**src/rtl/fruit_spawner.sv**
```systemverilog
// fruit_spawner: spawns a row of seven fruit lanes and drops it one row
// per FALL_TICKS enabled cycles, respawning after a catch or a miss.
`timescale 1ns/1ps
module fruit_spawner #(
  parameter logic [6:0]  Y_TOP        = 7'd0,
  parameter logic [6:0]  Y_BOTTOM     = 7'd119,
  parameter logic [25:0] FALL_TICKS   = 26'd2_500_000,
  parameter logic [25:0] GAP_TICKS    = 26'd25_000_000,
  parameter logic [6:0]  LANE_SPACING = 7'd18,
  parameter logic [15:0] LFSR_SEED    = 16'hACE1
) (
  input  logic       clk,
  input  logic       resetn,
  input  logic       enable,
  input  logic       hit,
  output logic [6:0] fruitx,
  output logic [6:0] fruitx2,
  output logic [6:0] fruitx3,
  output logic [6:0] fruitx4,
  output logic [6:0] fruitx5,
  output logic [6:0] fruitx6,
  output logic [6:0] fruitx7,
  output logic [6:0] fruity,
  output logic [2:0] colour,
  output logic       catch,
  output logic       miss,
  output logic       active
);

  typedef enum logic [1:0] {
    IDLE,
    SPAWN,
    FALL,
    GAP
  } state_t;

  localparam logic [2:0] NO_FRUIT = 3'b111;

  state_t            state_q, state_d;
  logic [25:0]       cnt_q, cnt_d;
  logic [15:0]       lfsr_q, lfsr_d;
  logic [6:0][6:0]   lane_q, lane_d;
  logic [6:0]        y_q, y_d;
  logic [2:0]        col_q, col_d;
  logic              catch_q, catch_d;
  logic              miss_q, miss_d;
  logic              act_q, act_d;
  logic              fb;
  logic [2:0]        col_raw;

  assign fb      = lfsr_q[15] ^ lfsr_q[13]
                 ^ lfsr_q[12] ^ lfsr_q[10];
  assign col_raw = lfsr_q[9:7];

  // State register; everything freezes while enable is low.
  always_ff @(posedge clk or negedge resetn) begin
    if (!resetn) begin
      state_q <= IDLE;
      cnt_q   <= '0;
      lfsr_q  <= LFSR_SEED;
      lane_q  <= '0;
      y_q     <= Y_TOP;
      col_q   <= NO_FRUIT;
      catch_q <= 1'b0;
      miss_q  <= 1'b0;
      act_q   <= 1'b0;
    end else if (enable) begin
      state_q <= state_d;
      cnt_q   <= cnt_d;
      lfsr_q  <= lfsr_d;
      lane_q  <= lane_d;
      y_q     <= y_d;
      col_q   <= col_d;
      catch_q <= catch_d;
      miss_q  <= miss_d;
      act_q   <= act_d;
    end
  end

  // Next-state and next-output logic; hit only matters while falling.
  always_comb begin
    state_d = state_q;
    cnt_d   = cnt_q;
    lfsr_d  = {lfsr_q[14:0], fb};
    lane_d  = lane_q;
    y_d     = y_q;
    col_d   = col_q;
    catch_d = 1'b0;
    miss_d  = 1'b0;
    act_d   = act_q;
    unique case (state_q)
      IDLE: begin
        state_d = SPAWN;
      end
      SPAWN: begin
        for (int i = 0; i < 7; i++) begin
          lane_d[i] = lfsr_q[6:0]
                    + 7'(i) * LANE_SPACING;
        end
        col_d   = (col_raw == NO_FRUIT)
                ? 3'b000 : col_raw;
        y_d     = Y_TOP;
        cnt_d   = '0;
        act_d   = 1'b1;
        state_d = FALL;
      end
      FALL: begin
        if (hit) begin
          catch_d = 1'b1;
          col_d   = NO_FRUIT;
          act_d   = 1'b0;
          cnt_d   = '0;
          state_d = GAP;
        end else if (cnt_q == FALL_TICKS - 26'd1) begin
          cnt_d = '0;
          if (y_q == Y_BOTTOM) begin
            miss_d  = 1'b1;
            col_d   = NO_FRUIT;
            act_d   = 1'b0;
            state_d = GAP;
          end else begin
            y_d = y_q + 7'd1;
          end
        end else begin
          cnt_d = cnt_q + 26'd1;
        end
      end
      GAP: begin
        if (cnt_q == GAP_TICKS - 26'd1) begin
          cnt_d   = '0;
          state_d = SPAWN;
        end else begin
          cnt_d = cnt_q + 26'd1;
        end
      end
    endcase
  end

  assign fruitx  = lane_q[0];
  assign fruitx2 = lane_q[1];
  assign fruitx3 = lane_q[2];
  assign fruitx4 = lane_q[3];
  assign fruitx5 = lane_q[4];
  assign fruitx6 = lane_q[5];
  assign fruitx7 = lane_q[6];
  assign fruity  = y_q;
  assign colour  = col_q;
  assign catch   = catch_q;
  assign miss    = miss_q;
  assign active  = act_q;

endmodule
```
**config.mk**
```make
export PLATFORM = sky130hd
export DESIGN_NAME = fruit_spawner
export DESIGN_NICKNAME = d
export VERILOG_FILES = /design/src/rtl/fruit_spawner.sv
export SDC_FILE = /design/constraint.sdc
export NUM_CORES = 1
export LEC_CHECK = 0
export ABC_AREA = 1
export CORE_UTILIZATION = 52
export CTS_BUF_LIST = sky130_fd_sc_hd__clkbuf_4 sky130_fd_sc_hd__clkbuf_8
export DETAILED_ROUTE_END_ITERATION = 8
export PLACE_DENSITY_LB_ADDON = 0.15
export REMOVE_ABC_BUFFERS = 1
export SYNTH_ARGS = -nofsm -noshare
export SYNTH_HDL_FRONTEND = slang
export SYNTH_SLANG_ARGS = --single-unit
```
**constraint.sdc**
```tcl
create_clock -name clk -period 1.7 [get_ports clk]
set_input_delay 0.34 -clock clk [delete_from_list [all_inputs] [get_ports clk]]
set_output_delay 0.34 -clock clk [all_outputs]
set_load 0.01 [all_outputs]
```
==> flow_metrics.env, run 1 <==
export IMPL_run_status="completed"
export IMPL_grt_use_total_pct=26.8
export IMPL_start_kind="flop"
export IMPL_p_per_area_mw_per_mm2=1300
export IMPL_critical_path_cell_chain="clkdlybuf4s50_1"
export IMPL_gr_total_overflow=0
export IMPL_rsz0062_at_grt="true"
export IMPL_relSlewSlack_pct=70.1
export IMPL_ant_nets=0
export IMPL_synth_top_area_share_pct=38.6
export IMPL_die_h_um=102
export IMPL_leakage_uw=0.00345
export IMPL_drt_initial_drc_count=328
export IMPL_setup_violations=0
export IMPL_drt_pass1_iterations=5
export IMPL_drv_slew=0
export IMPL_dieArea_mm2=0.0105
export IMPL_yosys_warnings=0
export IMPL_post_synth_top_count_cell="nand2_1"
export IMPL_synth_edf_count=0
export IMPL_avgSynthCellArea_um2=7.38
export IMPL_tritoncts="yes"
export IMPL_ctsHtreeMaxLevel=3
export IMPL_cts_sinks=92
export IMPL_antenna_found_initial=0
export IMPL_cts_made_buffers=9
export IMPL_grt_pass1_wl_um=21900
export IMPL_ioPinCount=66
export IMPL_async_flop_share_pct=100
export IMPL_maxCapViolations=0
export IMPL_synth_ff_type="dfrtp_1"
export IMPL_setup_worst_path_class="reg -> out"
export IMPL_area_growth_pct=29.4
export IMPL_cpPeakStageDelay_ps=550
export IMPL_syn_inst=711
export IMPL_final_min_clock_period_ps=1660
export IMPL_path_depth=1
export IMPL_io_buffers=65
export IMPL_die_x_um=102
export IMPL_post_route_period_util_pct=97.6
export IMPL_start_util_pct=53.7
export IMPL_core_area_mm2=0.00977
export IMPL_place_inst=937
export IMPL_yosysTopAreaCell="dfrtp_1"
export IMPL_synth_cell_area_mm2=0.00525
export IMPL_synth_cell_types=38
export IMPL_synth_seq_area_share_pct=44.2
export IMPL_grt_pass1_vias=4708
export IMPL_num_rows=36
export IMPL_worstMarginPinSlew_ps=449
export IMPL_hp_class="in -> async"
export IMPL_clock_latency_ps=370
export IMPL_nFillCells=846
export IMPL_diodes=0
export IMPL_clockBufferDepth=2
export IMPL_stdcell_count=963
export IMPL_vdd_ir_drop_max_v=0.000877
export IMPL_path_clk_slew_ps=90
export IMPL_crit_family="buffers and inverters"
export IMPL_max_freq_ghz=0.603
export IMPL_drive_gt1_share_pct=17.5
export IMPL_crit_buf_inv=1
export IMPL_nets=846
export IMPL_r2r_end="cnt_q[8]"
export IMPL_drcViolationCount=0
export IMPL_routabilityCongestion=0.892
export IMPL_dr_total_vias=4986
export IMPL_stdcell_area_mm2=0.00679
export IMPL_clock_root_buffer="clkbuf_8"
export IMPL_place_area_mm2=0.00636
export IMPL_worst_path_max_fanout=4
export IMPL_wire_per_inst_um=13.8
export IMPL_reg2reg_slack_ps=60
export IMPL_ff2ff_path_depth=10
export IMPL_end_kind="primary output"
export IMPL_finalClockSkew_ps=11.3
export IMPL_post_dp_hpwl_um=9460
export IMPL_hold_viol=0
export IMPL_routed_wl_um=13300
export IMPL_cp_data_required_time_ps=1360
export IMPL_ys_ff_latch=92
export IMPL_synth_area_leaders="dfrtp_1 39%, nand2_1 18%, dfstp_2 5.5%"
export IMPL_viasPerCell=5.18
export IMPL_r2r_start="cnt_q[1]"
export IMPL_slowest_stage="clkdlybuf4s50_1"
export IMPL_synthTopCellsByCount="251 x nand2_1, 81 x dfrtp_1, 77 x nor2_1"
export IMPL_arrival_ps=1320
export IMPL_grt_max_degree=40
export IMPL_worstSetupStartpoint="fruitx[1]"
## registers in the layout (all words and copies together), names as in the netlist
name and cells:
state_q 2, miss 1, colour 3, catch 1, cnt_q 26, fruitx4 5, lfsr_q 16, fruitx6 4
active 1, fruitx3 5, fruitx7 4, fruitx 7, fruitx2 6, fruity 7, fruitx5 4
## repair_timing
action	in CTS	in global routing
hold buffers	1	0
setup endpoints to repair	27	58
pin swaps	0	13
buffers inserted	6	3
resized for setup	12	52
hold endpoints to repair	24	0
## worst max path at each step
stage | to
global placement | fruity[6]
CTS | fruitx7[0]
finish | fruitx7[1]
detailed placement | fruity[3]
global route | cnt_q[8]
floorplan | active
## cells by family after synthesis
logic type	synth area share, %
XOR/XNOR	3.01
AO/OA/AOI/OAI	8.04
adder cells (fa/ha/maj)	4.06
flip-flops	44.2
AND/OR/NAND/NOR	31.7
buffers and inverters	9.02
## where the power goes
group | internal (uW) | switching, uW
logic | 1950 | 2130
registers | 2810 | 418
clock network | 685 | 813
## per-stage QoR
step           setup slack, ps  util, %  setup TNS, ps  power (uW)  hold slack (ps)
3_5_place_dp              -166     65.0          -4080        7170              311
6_report                  41.3     69.5              0        8800              465
4_1_cts                  0.223     67.7              0        8710              461
2_1_floorplan            -82.2        -           -271        4970             44.4
5_1_grt                  -39.5     69.5           -414        9410              492
3_3_place_gp              -106     65.0          -2200        7040              309
## final cells by class
class                   count  area, um^2  share of cell area, %
clock buffers              13         173                   2.54
clock inverters             3        27.5                  0.405
inverters                  75         282                   4.15
multi-input cells         512        2560                   37.7
flip-flops and latches     92        2320                   34.2
well taps                 133         166                   2.45
repair buffers            135        1250                   18.5
## per-layer routing
layer	track usage [%]	up-vias	share of wire [%]
met2	43.6	163	47
met4	7.14	0	1.5
met3	4.58	15	5.7
met1	37.0	2359	46
met5	0	-	0
li1	-	2449	-
## cell usage in the layout (no fill, tap or decap), drive strengths merged
master and n:
a21oi 20, a22oi 1, a31oi 3, a32oi 1, and2 1, buf 70, clkbuf 13, clkdlybuf4s50 42
clkinvlp 1, dfrtp 81, dfstp 11, dlygate4sd2 7, dlygate4sd3 1, dlymetal6s2s 15, ha 17, inv 77
nand2 258, nand3 47, nand3b 1, nand4 8, nor2 82, nor3 3, nor3b 1, o211ai 7
o21a 2, o21ai 36, o21bai 1, o221ai 1, o22ai 1, o311ai 1, o31ai 1, or2 1
xnor2 3, xor2 15
Power figures use the tool's default switching activity.
==> run 2, diff against run 1 <==
GPL_TIMING_DRIVEN = 0   (was unset)
PLACE_DENSITY = 0.86   (was unset)
PLACE_DENSITY_LB_ADDON = unset   (was 0.15)
==> flow_metrics.env, run 2 (same netlist as run 1, synthesis figures left out) <==
export IMPL_run_status="complete, but fails checks"
export IMPL_violations="negative setup slack"
export IMPL_path_clk_slew_ps=100
export IMPL_critical_path_cell_chain="ha_4 > nand2_4 > nor2_4 > nand2_1 > nor2_2 > nand2_4 > nand2_8 > buf_4 > nand4_1 > nand2_1"
export IMPL_crit_buf_inv=1
export IMPL_cpPeakStageDelay_ps=440
export IMPL_grt_use_total_pct=27.5
export IMPL_core_area_mm2=0.00977
export IMPL_routabilityCongestion=0.923
export IMPL_antenna_found_initial=0
export IMPL_leakage_uw=0.00345
export IMPL_maxCapViolations=0
export IMPL_io_buffers=65
export IMPL_relSlewSlack_pct=75.5
export IMPL_drive_gt1_share_pct=21.1
export IMPL_num_rows=36
export IMPL_routed_wl_um=16200
export IMPL_grt_max_degree=75
export IMPL_postLayoutSetupSlackWorst_ps=-91.7
export IMPL_place_inst=878
export IMPL_p_per_area_mw_per_mm2=1370
export IMPL_nFillCells=665
export IMPL_cts_sinks=92
export IMPL_hold_viol=0
export IMPL_place_area_mm2=0.00590
export IMPL_worstMarginPinSlew_ps=368
export IMPL_ant_nets=0
export IMPL_dr_total_vias=5454
export IMPL_final_common_cell="nand2_1"
export IMPL_clock_latency_ps=380
export IMPL_crit_family="simple AND/OR/NAND/NOR gates"
export IMPL_stdcell_count=954
export IMPL_die_h_um=102
export IMPL_utilization_pct=72.2
export IMPL_cp_data_required_time_ps=2010
export IMPL_final_min_clock_period_ps=1790
export IMPL_max_freq_ghz=0.558
export IMPL_grt_pass1_vias=4810
export IMPL_gr_total_overflow=0
export IMPL_stdcell_area_mm2=0.00706
export IMPL_ioPinCount=66
export IMPL_viasPerCell=5.72
export IMPL_layout_common_cells="247 x nand2_1, 72 x dfrtp_1, 66 x nor2_1"
export IMPL_rsz0062_at_grt="true"
export IMPL_seq_area_mm2=0.00233
export IMPL_drv_slew=0
export IMPL_end_kind="flop"
export IMPL_ctsHtreeMaxLevel=3
export IMPL_post_dp_hpwl_um=8840
export IMPL_setup_worst_path_class="reg -> reg"
export IMPL_dieArea_mm2=0.0105
export IMPL_start_util_pct=53.7
export IMPL_diodes=0
export IMPL_clock_root_buffer="clkbuf_8"
export IMPL_tritoncts="yes"
export IMPL_drt_initial_drc_count=636
export IMPL_drt_pass1_iterations=6
export IMPL_wire_per_inst_um=17.0
export IMPL_slowest_stage="dfrtp_1"
export IMPL_area_growth_pct=34.5
export IMPL_start_kind="flop"
export IMPL_finalClockSkew_ps=11.9
export IMPL_top_regs="cnt_q (26), lfsr_q (16)"
export IMPL_largest_reg_flops=26
export IMPL_multiInputGateArea_mm2=0.00289
export IMPL_vdd_ir_drop_max_v=0.00118
export IMPL_hp_class="in -> async"
export IMPL_grt_pass1_wl_um=22300
export IMPL_die_x_um=102
export IMPL_largest_register="cnt_q"
export IMPL_cts_made_buffers=9
export IMPL_drcViolationCount=0
export IMPL_arrival_ps=2100
export IMPL_worst_path_max_fanout=4
export IMPL_clockBufferDepth=2
export IMPL_post_route_period_util_pct=105
export IMPL_setup_violations=36
export IMPL_nets=837
run 2: changes by cell type in the layout (fill, tap and decap cells not counted), moves of 7 or more:
| cell | change |
|---|---|
| buf_4 | -16 |
| nand3_1 | -14 |
| nand3_2 | +14 |
| nand2_8 | +8 |
| nor2_1 | -7 |
run 2: area by class of cell:
cell class | instances | area share [%]
inverter | 75 | 4.38
sequential | 92 | 33.0
tap | 133 | 2.36
clock inverter | 6 | 0.975
timing repair inverter | 2 | 0.177
multi-input combinational | 517 | 41.0
timing repair buffer | 119 | 16.2
clock buffer | 10 | 1.95
run 2: path summary, 6_finish.rpt:
| path | cells after the start | end | start | slack, ps |
|---|---|---|---|---|
| max in group asynchronous | 3 | lfsr_q[0] | resetn | 640 |
| worst max register to register | 10 | state_q[0] | cnt_q[0] | -90 |
| worst max-delay path | 10 | state_q[0] | cnt_q[0] | -90 |
| min in group clk | 3 | lfsr_q[5] | enable | 380 |
| worst min-delay path | 2 | fruitx[4] | resetn | 380 |
| worst min register to register | 2 | colour[2] | colour[2] | 470 |
run 2: routing by layer:
layer | track usage (%) | wire length (um) | part of all wire (%)
met1 | 35.2 | 6280 | 39
met2 | 46.1 | 7960 | 49
met3 | 5.20 | 1340 | 8.2
met4 | 11.0 | 644 | 4.0
met5 | 0 | 0 | 0
run 2: through the flow:
stage	hold slack, ps	TNS, ps	total power (uW)	worst slack, ps
floorplan	44.4	-271	4970	-82.2
global route	405	-2770	10100	-129
CTS	362	-12.0	8720	-12.0
detailed placement	240	-85400	6720	-1580
finish	379	-1060	9640	-91.7
global placement	456	-344290	6560	-2980
run 2: power by group:
| part | internal (uW) | switching (uW) | total [uW] | leakage [uW] |
|---|---|---|---|---|
| registers | 2820 | 506 | 3320 | 0.00116 |
| clock network | 734 | 849 | 1580 | 0.000109 |
| logic | 2130 | 2600 | 4730 | 0.00218 |
run 2: repair_timing:
item,CTS,global route
setup buffers,27,25
gates cloned,2,5
resized for setup,42,98
hold endpoints to repair,18,0
pin swaps,5,21
setup endpoints to repair,90,69
hold buffers,1,0
